<file path="src/rtl/alu_mc.sv">
// Multi-cycle ALU: single-cycle logic/arith ops plus iterative MUL/DIVU/REMU,
// one operation in flight, valid/ready handshake on both sides, registered flags.
module alu_mc #(
    parameter int WIDTH = 32
) (
    input  logic             clk,
    input  logic             reset_n,
    input  logic             in_valid,
    output logic             in_ready,
    input  logic [3:0]       op,
    input  logic [WIDTH-1:0] in0,
    input  logic [WIDTH-1:0] in1,
    output logic             out_valid,
    input  logic             out_ready,
    output logic [WIDTH-1:0] out,
    output logic             is_zero,
    output logic             is_neg,
    output logic             carry,
    output logic             ovf,
    output logic             err
);
    localparam int SHW = $clog2(WIDTH);
    localparam logic [SHW:0]       CNT_END = WIDTH[SHW:0];
    localparam logic [WIDTH-1:0]   W_VAL   = WIDTH[WIDTH-1:0];

    localparam logic [3:0] OP_ADD  = 4'b0000;
    localparam logic [3:0] OP_SUB  = 4'b0001;
    localparam logic [3:0] OP_SHL  = 4'b0010;
    localparam logic [3:0] OP_SHR  = 4'b0011;
    localparam logic [3:0] OP_PASS = 4'b0100;
    localparam logic [3:0] OP_AND  = 4'b0101;
    localparam logic [3:0] OP_OR   = 4'b0110;
    localparam logic [3:0] OP_XOR  = 4'b0111;
    localparam logic [3:0] OP_MUL  = 4'b1000;
    localparam logic [3:0] OP_DIVU = 4'b1001;
    localparam logic [3:0] OP_REMU = 4'b1010;

    typedef enum logic [1:0] {IDLE, ONE, BUSY, DONE} state_t;

    state_t           state, state_nxt;
    logic             accept, finish, step;
    logic [3:0]       op_q;
    logic [WIDTH-1:0] a_q, b_q, acc, sh;
    logic [SHW:0]     cnt;

    // iterative datapath signals
    logic [WIDTH:0]   trial;
    logic             div_borrow;
    logic [WIDTH-1:0] div_rem;

    // result and flags of the operation being completed
    logic [WIDTH:0]   sum, dif;
    logic [WIDTH-1:0] res;
    logic             res_carry, res_ovf, res_err;

    function automatic logic is_iter(input logic [3:0] o);
        return (o == OP_MUL) || (o == OP_DIVU) || (o == OP_REMU);
    endfunction

    assign in_ready = (state == IDLE) || ((state == DONE) && out_ready);
    assign accept   = in_valid && in_ready;
    assign step     = (state == BUSY) && (cnt != CNT_END);
    assign finish   = (state == ONE) || ((state == BUSY) && (cnt == CNT_END));

    // state register
    always_ff @(posedge clk or negedge reset_n) begin
        if (!reset_n) state <= IDLE;
        else          state <= state_nxt;
    end

    // next-state logic; an accept in DONE chains straight into the next op
    always_comb begin
        state_nxt = state;
        case (state)
            IDLE: if (accept) state_nxt = is_iter(op) ? BUSY : ONE;
            ONE:  state_nxt = DONE;
            BUSY: if (cnt == CNT_END) state_nxt = DONE;
            DONE: begin
                if (accept)         state_nxt = is_iter(op) ? BUSY : ONE;
                else if (out_ready) state_nxt = IDLE;
            end
            default: state_nxt = IDLE;
        endcase
    end

    // step counter for the iterative ops
    always_ff @(posedge clk or negedge reset_n) begin
        if (!reset_n)    cnt <= '0;
        else if (accept) cnt <= '0;
        else if (step)   cnt <= cnt + 1'b1;
    end

    // one restoring-division step: shift in the next dividend bit, subtract if it fits
    always_comb begin
        trial      = {acc, sh[WIDTH-1]};
        div_borrow = trial < {1'b0, b_q};
        div_rem    = trial[WIDTH-1:0] - b_q;
    end

    // operand latch and iteration registers; MUL shifts a_q left and sh right,
    // DIVU/REMU shift the dividend out of sh and the quotient bits into it
    always_ff @(posedge clk) begin
        if (accept) begin
            op_q <= op;
            a_q  <= in0;
            b_q  <= in1;
            acc  <= '0;
            sh   <= (op == OP_MUL) ? in1 : in0;
        end else if (step) begin
            if (op_q == OP_MUL) begin
                acc <= acc + (sh[0] ? a_q : '0);
                a_q <= a_q << 1;
                sh  <= sh >> 1;
            end else begin
                acc <= div_borrow ? trial[WIDTH-1:0] : div_rem;
                sh  <= {sh[WIDTH-2:0], ~div_borrow};
            end
        end
    end

    // final result and flags from the latched operands / iteration registers
    always_comb begin
        res       = '0;
        res_carry = 1'b0;
        res_ovf   = 1'b0;
        res_err   = 1'b0;
        sum       = {1'b0, a_q} + {1'b0, b_q};
        dif       = {1'b0, a_q} - {1'b0, b_q};
        case (op_q)
            OP_ADD: begin
                res       = sum[WIDTH-1:0];
                res_carry = sum[WIDTH];
                res_ovf   = (a_q[WIDTH-1] == b_q[WIDTH-1]) && (sum[WIDTH-1] != a_q[WIDTH-1]);
            end
            OP_SUB: begin
                res       = dif[WIDTH-1:0];
                res_carry = ~dif[WIDTH];
                res_ovf   = (a_q[WIDTH-1] != b_q[WIDTH-1]) && (dif[WIDTH-1] != a_q[WIDTH-1]);
            end
            OP_SHL:  res = (b_q >= W_VAL) ? '0 : (a_q << b_q[SHW-1:0]);
            OP_SHR:  res = (b_q >= W_VAL) ? '0 : (a_q >> b_q[SHW-1:0]);
            OP_PASS: res = a_q;
            OP_AND:  res = a_q & b_q;
            OP_OR:   res = a_q | b_q;
            OP_XOR:  res = a_q ^ b_q;
            OP_MUL:  res = acc;
            OP_DIVU: begin
                res     = sh;
                res_err = (b_q == '0);
            end
            OP_REMU: begin
                res     = acc;
                res_err = (b_q == '0);
            end
            default: res_err = 1'b1;
        endcase
    end

    // output register: captured once on completion, held until consumed
    always_ff @(posedge clk or negedge reset_n) begin
        if (!reset_n) begin
            out       <= '0;
            out_valid <= 1'b0;
            is_zero   <= 1'b0;
            is_neg    <= 1'b0;
            carry     <= 1'b0;
            ovf       <= 1'b0;
            err       <= 1'b0;
        end else if (finish) begin
            out       <= res;
            out_valid <= 1'b1;
            is_zero   <= (res == '0);
            is_neg    <= res[WIDTH-1];
            carry     <= res_carry;
            ovf       <= res_ovf;
            err       <= res_err;
        end else if ((state == DONE) && out_ready) begin
            out_valid <= 1'b0;
        end
    end
endmodule

</file>
<file path="config.mk">
export PLATFORM = sky130hd
export DESIGN_NAME = alu_mc
export DESIGN_NICKNAME = d
export VERILOG_FILES = /design/src/rtl/alu_mc.sv
export SDC_FILE = /design/constraint.sdc
export NUM_CORES = 1
export LEC_CHECK = 0
export ABC_AREA = 1
export CAP_MARGIN = 0
export CORE_MARGIN = 4
export CORE_UTILIZATION = 40
export CTS_CLUSTER_DIAMETER = 200
export DETAILED_ROUTE_END_ITERATION = 16
export GPL_TIMING_DRIVEN = 0
export PLACE_DENSITY = 0.67
export SLEW_MARGIN = 40
export SYNTH_ARGS = -nofsm -noshare
export SYNTH_HDL_FRONTEND = slang
export SYNTH_SLANG_ARGS = --single-unit
</file>
<file path="constraint.sdc">
create_clock -name clk -period 5.71 [get_ports clk]
set_input_delay 1.4275 -clock clk [delete_from_list [all_inputs] [get_ports clk]]
set_output_delay 1.4275 -clock clk [all_outputs]
set_load 0.005 [all_outputs]
</file>
Yosys cells after proc, flatten, opt, wreduce, memory -nomap -nowiden --
Index checks and enable logic that the tools add are counted.
Word-level totals: bits in registers 178, input port bits 72, output and inout port bits 39, logic and storage cells 101
Operators by class: $add $sub $neg 5, order comparisons 2, equality and inequality tests 25, shift-type cells 2, mux-type cells 26, bitwise operators 5, reductions and logical operators 22
Operator list (number):
- two-way mux 32 bit | 12
- one-hot mux 32 bit (10 select lines) | 1
- logical NOT 32 bit | 2
- adder 32 x 32 -> 33 bit | 1
- < comparator 33 x 32 -> 1 bit | 1
- subtractor 32 x 32 -> 33 bit | 1
- adder 32 bit | 1
- bitwise AND 32 bit | 1
- greater-or-equal comparator 32 x 6 -> 1 bit, second input constant | 1
- bitwise OR 32 bit | 1
- left shift 32 x 5 -> 32 bit | 1
- right shift 32 x 5 -> 32 bit | 1
- subtractor 32 bit | 1
- XOR 32 bit | 1
- == test 4 bit, second input constant | 6
- == test 4 x 3 -> 1 bit, second input constant | 4
- two-way mux 6 bit | 2
- two-way mux 2 bit | 5
- OR reduction 9 bit | 1
- == test 4 x 2 -> 1 bit, second input constant | 2
- one-hot mux 2 bit (4 select lines) | 1
- adder 6 x 1 -> 6 bit, second input constant | 1
- == test 6 bit, second input constant | 1
- logical AND 1 bit | 6
- other kinds (19) | 32

Longest topological paths before layout --
depth after elaboration 6, mapped depth 23

Worst setup path after synthesis --
Ideal clock, no wire load.
path kind reg-to-reg, start point register op_q[0], end point register a_q[0], enable pin, setup time 0.466 ns, arrival 3.533 ns, setup slack 1.711 ns, cell stages (with the launch flop) 7, cell sequence edfxtp_1 -> nor2_1 -> inv_1 -> nor2_2 -> inv_1 -> clkbuf_1 -> o21ai_0
Between the ends: longest elaborated chain between the ends 3
Ends and longest elaborated chain:
- start, declared | line 42 | logic [3:0] op_q;
- start signal, assigned | line 104 | op_q <= op;
- == test 4 bit | line 110 | if (op_q == OP_MUL) begin
- nonzero test 2 bit (no source line)
- AND reduction 2 bit (no source line)
- end signal, assigned | line 105 | a_q <= in0;
- end signal, assigned | line 112 | a_q <= a_q << 1;
- end, declared | line 43 | logic [WIDTH-1:0] a_q, b_q, acc, sh;
Every way passes these cells. A chain may end at the register's enable or synchronous reset.

Worst setup path after layout --
start point register b_q[1], end point register is_zero
Between the ends: longest elaborated chain between the ends 4, elaborated cells between the ends (all ways) 12, those cells by class add/sub: 2; order compare: 1; shift: 2; mux: 3; bitwise: 3; reduce/logical: 1
Ends and longest elaborated chain:
- start, declared | line 43
- start signal, assigned | line 106 | b_q <= in1;
- greater-or-equal comparator 32 x 6 -> 1 bit (tied with other cells) | line 140, 141
- two-way mux 32 bit (on tied branches) | line 141, 140
- one-hot mux 32 bit (10 select lines) (*) | line 129 | case (op_q)
- logical NOT 32 bit (*) | line 172 | is_zero <= (res == '0);
- end signal, assigned | line 172
- end, declared | line 16 | output logic is_zero,
Mark *: on every way between the ends. The rest lies on a longest branch, timed or not.

==> reports/metrics.csv <==
metric,value,unit
status,"complete, no violations",
TritonRoute pass-1 iters,7,
Worst-Skew Late Latency,0.52,ns
drt via density,5.92,
r2r endpoint,is_zero$_DFFE_PN0P_,
number of global-route vias before repair,25700,
CTS root buf,clkbuf_16,
Starting DRT DRC Count,3844,
crit end category,flop,
Core ar.,55100,um^2
min-delay worst type,reg2reg,
Mapped Area,22200,um^2
Fin. Hold Viols,0,
Synth Register Bits,177,
WL final,134000,um
critical path class,reg2reg,
end of the critical path,is_zero$_DFFE_PN0P_,
largest cells by area after synthesis,"nand2_1, edfxtp_1, ha_1, nand3_1, inv_1",
Post-synth EDFFs,100,
Max Cap Violations,0,
Ports,111,
Placed Instance Area,24400,um^2
initial core utilization,40.3,%
Async SR Flop Fraction,25.4,%
cts bufs inserted,17,
CTS tree,done,
"Seq/Total Area, Yosys",21.5,%
Worst Clk Skew,0.0171,ns
synthesized area per cell,5.90,um^2
leakage power,12.3,nW
synth unique cells,54,
max-slew violations,0,
routed length per instance,28.7,um
cell taking the most area after synthesis,nand2_1,
total track usage,43.4,%
post-synthesis net count,4021,
"most used cell, CP",nand2_1,
"Net count, final",4156,
"slowest stage delay, CP",0.69,ns
post-CTS resize count,0,
cts hold-fix bufs,0,
Clock transition at path regs,0.08,ns
final critical-path share of the clock period,80.7,%
worst reg2reg startpoint,b_q[1]$_DFFE_PP_,
R2R Setup Slk,1.10,ns
crit path from,b_q[1]$_DFFE_PP_,
Final ANT Viol Nets,0,
Area growth syn-to-layout,12.4,%
critical-path cell list,inv_2 > buf_2 > buf_2 > ha_1 > inv_1 > nand3_1 > nand2_1 > nand2_1 > nand2_1 > nand2_1 > nand2_1 > nand2_1 > nand2_1 > nand2_1 > nand2_1 > nor2_1 > nor2_1 > nand2_1 > nor2_1 > nand2_1 > nor2_1 > nand3_1 > nand2_1,
total power divided by cell area,532,nW/um^2
Clock Tree Buf Depth,2,
top_reg_cell synth,edfxtp_1,
RSZ-0062 raised after global routing,no,
H-tree levels,4,
gr ovfl total,0,
CP Data Arrival Time,5.07,ns
WP data required,6.17,ns
GP Congestion,1.06,
die area,59400,um^2
DR vias,27600,
ratio of cells with drive above 1 in the final layout,4.54,%
DRC,0,
fin area,25000,um^2
worst hold path startpoint,out[0]$_DFFE_PN0P_,
pin count of the biggest net entering global routing,37,
fill count,6132,
worst reg-to-reg path cell count,23,
# port buffers,110,
Die Y,244,um
Sink Count,177,
Post-DP HPWL,111000,um
hold_ws,0.483,ns
chip width,244,um
row count,86,
Synth warnings,0,
Peak Freq,217,MHz
Mapped Cells,3769,
initial antenna violation count,1,
Yosys top cell area share,17.7,%
first-pass GRT wire length,184000,um
Final setup viols,0,
Slew HR,38.1,%
Tmin final,4.61,ns
worst vdd ir,0.000326,V
measured slew at the worst slew-check pin,0.927,ns
CP Max Fanout,13,
post-CTS setup buffers,0,
CP Launch Type,flop,
Critical-path top delay cell,edfxtp_1,
## flip-flops by register name, indices dropped and copies added, names as in the netlist
signal	count
acc	32
a_q	32
state	2
out	32
sh	32
op_q	4
cnt	6
ovf	1
err	1
is_zero	1
b_q	32
out_valid	1
carry	1
## critical path: cells and delay by family, from the launching register on
family	cells	cell delay [ns]
buffers and inverters	4	1.10
DFF	1	0.69
adders and majority gates	1	0.37
and+or+nand+nor	18	2.37
## area by class of cell
type                            instances  area (um^2)  share of cell area (%)
Clock buffer                           18          439                    1.76
Buffer                                149          742                    2.97
Sequential cell                       177         4770                    19.1
Timing Repair Buffer                  116         1190                    4.78
Clock inverter                         14          138                   0.551
Tap cell                              748          936                    3.75
Multi-Input combinational cell       2946        14900                    59.6
Inverter                              497         1870                    7.47
Antenna cell                            1         2.50                  0.0100
## synth_stat cells (all sizes together) (11+ instances only)
cell type and instances:
o22ai 65, dfrtp 45, inv 495, o211ai 13, nand2 1054, dfxtp 32, edfxtp 100, o21bai 12
nor3 50, buf 83, o21ai 340, a21oi 225, a31oi 15, ha 176, clkbuf 66, nand4 46
nand3 413, xor2 21, nor2 431, and2 11
## through the flow
step | util (%) | worst slack [ns] | setup TNS [ns] | cells | power [mW]
after floorplan | - | 1.71 | 0 | 3769 | 7.93
after CTS | 45.3 | 1.25 | 0 | 4664 | 12.8
after global routing | 45.3 | 0.795 | 0 | 4665 | 14.0
final | 45.3 | 1.10 | 0 | 4666 | 13.3
after detailed placement | 44.3 | 1.28 | 0 | 4632 | 11.6
after global placement | 44.0 | -0.714 | -22.75 | 4627 | 11.6
## how the worst min path moves through the flow
stage | endpoint | slack (ns) | depth (start not counted)
final | out[0]$_DFFE_PN0P_ | 0.48 | 1
after floorplan | is_zero$_DFFE_PN0P_ | 0.47 | 2
after detailed placement | is_zero$_DFFE_PN0P_ | 0.47 | 2
after global routing | out[0]$_DFFE_PN0P_ | 0.51 | 1
after global placement | out[0]$_DFFE_PN0P_ | 0.46 | 1
after CTS | is_zero$_DFFE_PN0P_ | 0.49 | 2
## kinds of logic after synthesis
| group | count (synthesis) | share of synthesized area, % |
|---|---|---|
| buf+inv | 646 | 11.7 |
| flops | 177 | 21.5 |
| compound gates | 708 | 17.2 |
| xor+xnor | 30 | 1.18 |
| fa+ha+maj | 180 | 10.3 |
| simple gates | 2028 | 38.2 |
## cell usage in the layout (no fill, tap or decap), types with 7 or more instances in the layout
cell / count
o21ai_0: 322
o21bai_1: 12
buf_2: 61
dfrtp_1: 45
clkdlybuf4s50_1: 109
xnor2_1: 9
ha_1: 176
nand2_1: 1047
edfxtp_1: 100
clkbuf_1: 60
a31oi_1: 15
and2_1: 11
dfxtp_1: 32
clkbuf_16: 17
nor3_1: 46
nand3_1: 412
o211ai_1: 13
buf_4: 16
nor4_1: 9
inv_1: 482
o21ai_1: 16
nor2_1: 415
inv_8: 7
nor2_2: 13
nand4_1: 46
o22ai_1: 65
xor2_1: 21
a21oi_1: 225
a21o_1: 10
inv_2: 14
## power by group
part	switching, mW	internal [mW]
clock network	0.670	0.594
logic	6.75	2.65
registers	0.644	1.98
## layer usage
layer  global-route usage (%)  routed length [um]  up-vias
li1                         -                   -    12700
met1                     51.9               49800    12700
met2                     67.0               57300     1822
met3                     12.8               14700      398
met4                     30.6               12000        0
met5                        0                   0        -
Power figures use the tool's default switching activity.
